==> src/rtl/layer_seq_pkg.sv <==
`default_nettype none
// +----------------------------------------------------------------------+
// | Module      : layer_seq_pkg                                          |
// | Description : Shared state encoding and saturating add helper for    |
// |               the layer sequencer.                                   |
// | Revision    : 1.0 - initial release                                  |
// +----------------------------------------------------------------------+
package layer_seq_pkg;

  localparam int C_SAT_W = 64;

  typedef enum logic [1:0] {
    ST_IDLE = 2'd0,
    ST_SCAN = 2'd1,
    ST_DONE = 2'd2
  } layer_seq_state_t;

  // Operands arrive sign-extended to C_SAT_W; the result is clamped to a
  // signed range of 'width' bits, so callers truncate back to their width.
  function automatic logic signed [C_SAT_W-1:0] sat_add(
    input logic signed [C_SAT_W-1:0] a,
    input logic signed [C_SAT_W-1:0] b,
    input int                        width
  );
    logic signed [C_SAT_W:0] w_sum;
    logic signed [C_SAT_W:0] w_max;
    logic signed [C_SAT_W:0] w_min;
    w_sum = {a[C_SAT_W-1], a} + {b[C_SAT_W-1], b};
    w_max = ((C_SAT_W+1)'(1) << (width - 1)) - (C_SAT_W+1)'(1);
    w_min = ~w_max;
    if (w_sum > w_max)
      return w_max[C_SAT_W-1:0];
    else if (w_sum < w_min)
      return w_min[C_SAT_W-1:0];
    else
      return w_sum[C_SAT_W-1:0];
  endfunction

endpackage
`default_nettype wire

==> src/rtl/lsb_onehot.sv <==
`default_nettype none
// +----------------------------------------------------------------------+
// | Module      : lsb_onehot                                             |
// | Description : Isolates the lowest set bit of a vector (x & -x).      |
// | Revision    : 1.0 - initial release                                  |
// +----------------------------------------------------------------------+
module lsb_onehot #(
  parameter int WIDTH = 4
) (
  input  logic [WIDTH-1:0] i_vec,
  output logic [WIDTH-1:0] o_lsb
);

  assign o_lsb = i_vec & (-i_vec);

endmodule
`default_nettype wire

==> src/rtl/layer_sequencer.sv <==
`default_nettype none
// +----------------------------------------------------------------------+
// | Module      : layer_sequencer                                        |
// | Description : Walks set activation bits, accumulates one-hot ROM     |
// |               weight rows, hands the result on via valid/ready.      |
// |               LAYER_SEQ_SAT_EN selects saturating accumulation.      |
// | Revision    : 1.0 - initial release                                  |
// +----------------------------------------------------------------------+
module layer_sequencer
  import layer_seq_pkg::*;
#(
  parameter int W_SIZE      = 8,
  parameter int NEURONS_IN  = 4,
  parameter int NEURONS_OUT = 4,
  parameter int ACC_SIZE    = 16
) (
  input  logic                            clk,
  input  logic                            rst_n,
  input  logic                            in_valid,
  output logic                            in_ready,
  input  logic [NEURONS_IN-1:0]           in_act,
  output logic [NEURONS_IN-1:0]           rom_addr,
  input  logic [NEURONS_OUT*W_SIZE-1:0]   rom_data,
  output logic                            out_valid,
  input  logic                            out_ready,
  output logic [NEURONS_OUT*ACC_SIZE-1:0] out_acc,
  output logic                            busy
);

  typedef logic signed [ACC_SIZE-1:0] acc_t;

  layer_seq_state_t         r_state;
  layer_seq_state_t         w_state_nxt;
  logic [NEURONS_IN-1:0]    r_pending;
  logic [NEURONS_IN-1:0]    w_lsb;
  logic [NEURONS_IN-1:0]    w_pending_nxt;
  acc_t [NEURONS_OUT-1:0]   r_acc;
  acc_t [NEURONS_OUT-1:0]   w_acc_sum;

  lsb_onehot #(
    .WIDTH (NEURONS_IN)
  ) u_lsb (
    .i_vec (r_pending),
    .o_lsb (w_lsb)
  );

  assign w_pending_nxt = r_pending & ~w_lsb;

  for (genvar j = 0; j < NEURONS_OUT; j++) begin : g_add
    acc_t w_ext;
    assign w_ext = acc_t'(signed'(rom_data[j*W_SIZE +: W_SIZE]));
`ifdef LAYER_SEQ_SAT_EN
    assign w_acc_sum[j] = acc_t'(sat_add(C_SAT_W'(signed'(r_acc[j])),
                                         C_SAT_W'(w_ext), ACC_SIZE));
`else
    assign w_acc_sum[j] = signed'(r_acc[j]) + w_ext;
`endif
  end

  always_ff @(posedge clk) begin
    if (!rst_n)
      r_state <= ST_IDLE;
    else
      r_state <= w_state_nxt;
  end

  always_comb begin
    w_state_nxt = r_state;
    in_ready    = 1'b0;
    out_valid   = 1'b0;
    busy        = 1'b0;
    rom_addr    = '0;
    case (r_state)
      ST_IDLE: begin
        in_ready = 1'b1;
        if (in_valid)
          w_state_nxt = (in_act != '0) ? ST_SCAN : ST_DONE;
      end
      ST_SCAN: begin
        busy     = 1'b1;
        rom_addr = w_lsb;
        if (w_pending_nxt == '0)
          w_state_nxt = ST_DONE;
      end
      ST_DONE: begin
        busy      = 1'b1;
        out_valid = 1'b1;
        if (out_ready)
          w_state_nxt = ST_IDLE;
      end
      default: w_state_nxt = ST_IDLE;
    endcase
  end

  // Accumulators hold their value through DONE so out_acc stays stable.
  always_ff @(posedge clk) begin
    if (!rst_n) begin
      r_pending <= '0;
      r_acc     <= '0;
    end else begin
      case (r_state)
        ST_IDLE: begin
          if (in_valid) begin
            r_pending <= in_act;
            r_acc     <= '0;
          end
        end
        ST_SCAN: begin
          r_pending <= w_pending_nxt;
          r_acc     <= w_acc_sum;
        end
        default: ;
      endcase
    end
  end

  assign out_acc = r_acc;

endmodule
`default_nettype wire

==> config.mk <==
export PLATFORM = sky130hd
export DESIGN_NAME = layer_sequencer
export DESIGN_NICKNAME = d
export VERILOG_FILES = /design/src/rtl/layer_seq_pkg.sv /design/src/rtl/lsb_onehot.sv /design/src/rtl/layer_sequencer.sv
export SDC_FILE = /design/constraint.sdc
export NUM_CORES = 1
export LEC_CHECK = 0
export CORE_AREA = 2 2 109 111
export CTS_BUF_LIST = sky130_fd_sc_hd__clkbuf_2
export DETAILED_ROUTE_END_ITERATION = 12
export DIE_AREA = 0 0 111 113
export GPL_ROUTABILITY_DRIVEN = 1
export PLACE_DENSITY = 0.78
export SYNTH_ARGS = -nofsm -noshare
export SYNTH_HDL_FRONTEND = slang
export SYNTH_HIERARCHICAL = 1
export SYNTH_SLANG_ARGS = --single-unit
export TNS_END_PERCENT = 100
==> constraint.sdc <==
create_clock -name clk -period 2.4 [get_ports clk]
set_clock_uncertainty 0.2 [all_clocks]
set_input_delay 0.48 -clock clk [delete_from_list [all_inputs] [get_ports clk]]
set_output_delay 0.48 -clock clk [all_outputs]
set_load 0.005 [all_outputs]
After elaboration in Yosys (flattened, before gate mapping)
Index checks and enable logic that the tools add are counted.
Widths: inputs -> output; s select.
{"block": "word_totals", "output_inout_bits": 71, "wordCells": 39, "reg_bits": 70, "inputBits": 40}
{"block": "classes", "add_sub_neg": 5, "n_reduce_logical": 7, "n_mux": 13, "eq_ne": 5, "bitwise_logic": 3}
{"op": "$pmux 64 s2", "n": 1}
{"op": "$add 16x8->16", "n": 4}
{"op": "$mux 64", "n": 1}
{"op": "$and 4x4->4", "n": 2}
{"op": "$mux 2", "n": 4}
{"op": "$mux 4", "n": 2}
{"op": "$pmux 4 s2", "n": 1}
{"op": "$ne 2x2->1 const B", "n": 3}
{"op": "$pmux 2 s3", "n": 1}
{"op": "$logic_not 4->1", "n": 1}
{"op": "$neg 4->4", "n": 1}
{"op": "$not 4->4", "n": 1}
{"op": "$reduce_bool 4->1", "n": 1}
{"op": "$mux 1", "n": 3}
{"op": "$reduce_and 3->1", "n": 1}
{"op": "$eq 2x1->1 const B", "n": 1}
{"op": "$eq 2x2->1 const B", "n": 1}
{"op": "$logic_not 2->1", "n": 1}
{"op": "$reduce_and 2->1", "n": 1}
{"op": "$reduce_bool 2->1", "n": 1}
{"op": "$reduce_or 2->1", "n": 1}

Logic depth before layout (Yosys ltp)
{"block": "depth", "depth_word": 7, "ltp_mapped": 10, "ltp_nobuf": 10}

Hierarchy
The synthesis kept the hierarchy.
{"mod": "layer_sequencer", "seq_area_each_um2": 1401.3, "cells_each": 653, "instances": 1, "area_per_inst_um2": 5371.4}
{"mod": "lsb_onehot", "seq_area_each_um2": 0.0, "cells_each": 4, "instances": 1, "area_per_inst_um2": 38.8}

Least setup slack after synthesis
No wires, ideal clock.
{"block": "synth_timing", "path_type": "input to register", "startpoint": "input port rom_data[24]", "endpoint": "register r_acc (netlist bit out_acc[62])", "path_slack_ps": -68, "t_arrival_ps": 2199, "path_buffers": 0, "stages": 10, "setup_time_ps": 69, "required_time_ps": 2131, "path_cell_list": "ha_1 > inv_1 > fa_1 > nor2b_4 > o211ai_2 > a211o_1 > a31oi_1 > a221oi_1 > xor2_1 > o21ai_1"}
{"block": "synth_between", "elab_chain_len": 2}
{"element": "from (decl)", "line_no": "layer_sequencer.sv:23", "rtl": "input logic [NEURONS_OUT*W_SIZE-1:0] rom_data,"}
{"element": "$add 16x8->16", "line_no": "layer_sequencer.sv:56", "rtl": "assign w_acc_sum[j] = signed'(r_acc[j]) + w_ext;"}
{"element": "$pmux 64 s2", "line_no": "layer_sequencer.sv:101", "rtl": "case (r_state)"}
{"element": "to (signal assigned)", "line_no": "layer_sequencer.sv:110", "rtl": "r_acc <= w_acc_sum;"}
{"element": "to (decl)", "line_no": "layer_sequencer.sv:37", "rtl": "acc_t [NEURONS_OUT-1:0] r_acc;"}
Every way passes these cells.
A chain may end at the register's enable or synchronous reset.

Final worst setup path
{"block": "layout_timing", "startpoint": "input port rom_data[16]", "endpoint": "register r_acc (netlist bit out_acc[46])"}
Same word-level chain as after synthesis.

==> qor.txt <==
leakage: 3.59 nW
top-area cell type share of the netlist area: 0.259
HP Class: input pin to flop
ys async rst share: 0
Die ar.: 12,500 sq um
relative slew slack: 0.743
Filler cells: 822
leading area contributor after synthesis: dfxtp_1
Syn Area/Cell: 8.23 sq um
vias in the first global route: 5,769
ANT cells: 0
Vias: 5,757
Worst-Skew Late Latency: 560 ps
Wirelength per Cell: 15.3 um
Pwr Density: 719 nW/um^2
cts hold-fix bufs: 0
Num CTS Buffers: 9
RSZ-0062 raised after global routing: yes
PortBufs: 110
part of the Yosys area used for sequential elements: 0.259
post-synthesis cell count: 657
Die X-Extent: 111 um
first-pass GRT wire length: 26,400 um
Worst Path Max Fanout: 3
post-DP HPWL: 12,100 um
WP data arrival: 2660 ps
DR vias/cell: 5.47
Worst EP required: 2650 ps
DRT Wirelength: 16,100 um
Worst Hold Margin: 275 ps
top area cells in the synthesized netlist: dfxtp_1 (26%), ha_1 (15%), nand2_1 (5.6%)
Total Power: 0.00583 W
fin. max-slew vios: 0
all-layer global routing usage: 0.251
total core area: 11,300 sq um
Compound-Gate Fraction of Synth Area: 0.284
worst slack at placement: -644 ps
Syn Std Cell Area: 5410 sq um
initial drt markers: 242
ys flop type: dfxtp_1
CTS sink count: 70
Post-synth EDFFs: 0
post-synthesis mux area share: 0.00555
CTS tree: yes
Die Y: 113 um
number of synthesis warnings: 6
final hold viol count: 0
Synth cell types: 65
post-synthesis xor/xnor area fraction: 0.0680
cell with the most instances after synthesis: nand2_1
placed inst area: 7690 sq um
status: complete, but fails checks
final instance area: 8100 sq um
pin count of the biggest net entering global routing: 37
final net count: 1,012
DRC Markers: 0
share of cells above drive strength 1: 0.254
FF+latch count, synth: 70
antenna violation net count after detailed routing: 0
Max Cap Viol: 0
grt total ovfl: 0
Row Count: 39
GP Congestion: 0.884
top cells by count, synth: nand2_1 (80), dfxtp_1 (70), ha_1 (63), o21ai_0 (44), a21oi_1 (39)
Root Buffer: clkbuf_2
Post-Syn Nets: 764
Startpoint Class: input pin
I/O pin count: 111
Least-Margin Pin Slew: 385 ps
DRT Pass-1 Iters: 4
Initial Utilization: 0.480
Tmin final: 2410 ps
largest family of logic cells by synthesized area: compound AO/OA/AOI/OAI gates
failing checks: negative setup slack
Final WS setup: -10.1 ps
simple-gate area share of the yosys netlist: 0.184
critical path class: input pin to flop
Sum Neg Setup Slack: -10.1 ps
crit path capture type: flop
setup violators final: 1
initial antenna violation count: 0
fmax: 415 MHz
fin crit share: 1.00
Worst-path clk slew: 230 ps
CTS Buffer Depth: 2
Synth Area in Adders: 0.160
htree depth: 3
P&R area growth vs syn: 49.7%
Peak VDD IR: 551 uV
## final cells by class
class,count,area [sq um],share of cell area
clock buffer,9,45.0,0.00556
tap,143,179,0.0221
sequential,70,1430,0.176
multi-input combinational,534,4040,0.499
timing repair buffer,259,2240,0.276
clock inverter,6,53.8,0.00664
inverter,31,119,0.0147
## metal layers
| layer | GRT usage | routed length, um | vias to the layer above |
|---|---|---|---|
| met1 | 0.311 | 7090 | 2702 |
| met5 | 0 | 0 | - |
| li1 | - | - | 2878 |
| met4 | 0.0958 | 303 | 0 |
| met3 | 0.0466 | 879 | 25 |
| met2 | 0.437 | 7850 | 152 |
## stage by stage
step / util / cells
2_1_floorplan: - / 657
3_3_place_gp: 0.682 / 1028
3_5_place_dp: 0.682 / 1028
4_1_cts: 0.701 / 1049
5_1_grt: 0.718 / 1052
6_report: 0.718 / 1052
## logic make-up after synthesis
kind of cell               Yosys count
adders and majority gates           67
DFF                                 70
and+or+nand+nor                    196
xor gates and xnor gates            42
AOI/OAI and AO/OA                  226
buffers and inverters               53
muxes                                3
## cell usage in the layout (no fill, tap or decap), types with 5 or more instances in the layout
| cell | Yosys | layout |
|---|---|---|
| dfxtp_2 | 0 | 10 |
| nor2b_1 | 24 | 23 |
| and2_1 | 14 | 13 |
| a21boi_0 | 11 | 11 |
| a211o_1 | 5 | 5 |
| a21oi_1 | 39 | 35 |
| nand4_1 | 5 | 5 |
| nand2_1 | 80 | 79 |
| buf_4 | 1 | 146 |
| nor3_1 | 6 | 6 |
| o21a_1 | 7 | 7 |
| o21bai_1 | 5 | 5 |
| and3_1 | 11 | 11 |
| nor2_1 | 18 | 18 |
| nand2b_1 | 10 | 10 |
| o21ai_1 | 20 | 22 |
| ha_4 | 0 | 7 |
| a21o_1 | 21 | 21 |
| inv_1 | 31 | 26 |
| dlygate4sd2_1 | 0 | 6 |
| a22oi_1 | 15 | 15 |
| a211oi_1 | 6 | 6 |
| clkbuf_2 | 0 | 9 |
| o211ai_1 | 5 | 5 |
| o21ai_0 | 44 | 40 |
| dfxtp_1 | 70 | 57 |
| nand3_1 | 12 | 12 |
| xnor2_1 | 22 | 22 |
| clkdlybuf4s50_1 | 0 | 99 |
| xor2_1 | 20 | 20 |
| ha_1 | 63 | 55 |
## registers in the layout (all words and copies together) (netlist names)
| signal | flops |
|---|---|
| r_pending | 4 |
| r_state | 2 |
| out_acc | 64 |
## where the power goes
group / switching (W) / total, W / leakage [nW] / internal (W)
clock network: 0.000459 / 0.000684 / 0.0687 / 0.000225
logic: 0.00166 / 0.00351 / 2.94 / 0.00185
registers: 0.000224 / 0.00163 / 0.575 / 0.00141
## what timing repair did
item / 4_1_cts / 5_1_grt
resized for setup: 33 / 46
buffers inserted: 6 / 4
endpoints found under the hold margin: 0 / 0
setup endpoints to repair: 10 / 27
pin swaps: 6 / 27
## final timing paths
check                                start                       end  slack [ps]  cells after the start
setup reg to reg  out_acc[32]$_SDFFE_PN0P_  out_acc[46]$_SDFFE_PN0P_          10                     10
setup / recovery              rom_data[16]  out_acc[46]$_SDFFE_PN0P_         -10                     11
hold / removal                rom_data[24]  out_acc[48]$_SDFFE_PN0P_         270                      4
hold reg to reg   out_acc[59]$_SDFFE_PN0P_  out_acc[59]$_SDFFE_PN0P_         290                      2
## worst max-delay path: stages
cell             delay (ps)
clkdlybuf4s50_1         450
ha_4                    180
inv_2                    60
fa_2                    230
nor2b_4                  60
o31ai_4                 310
a21oi_4                 120
a22o_1                  260
a221oi_2                260
xor2_1                  180
o21ai_1                  70
No activity file was read; power rests on OpenSTA's default activity.
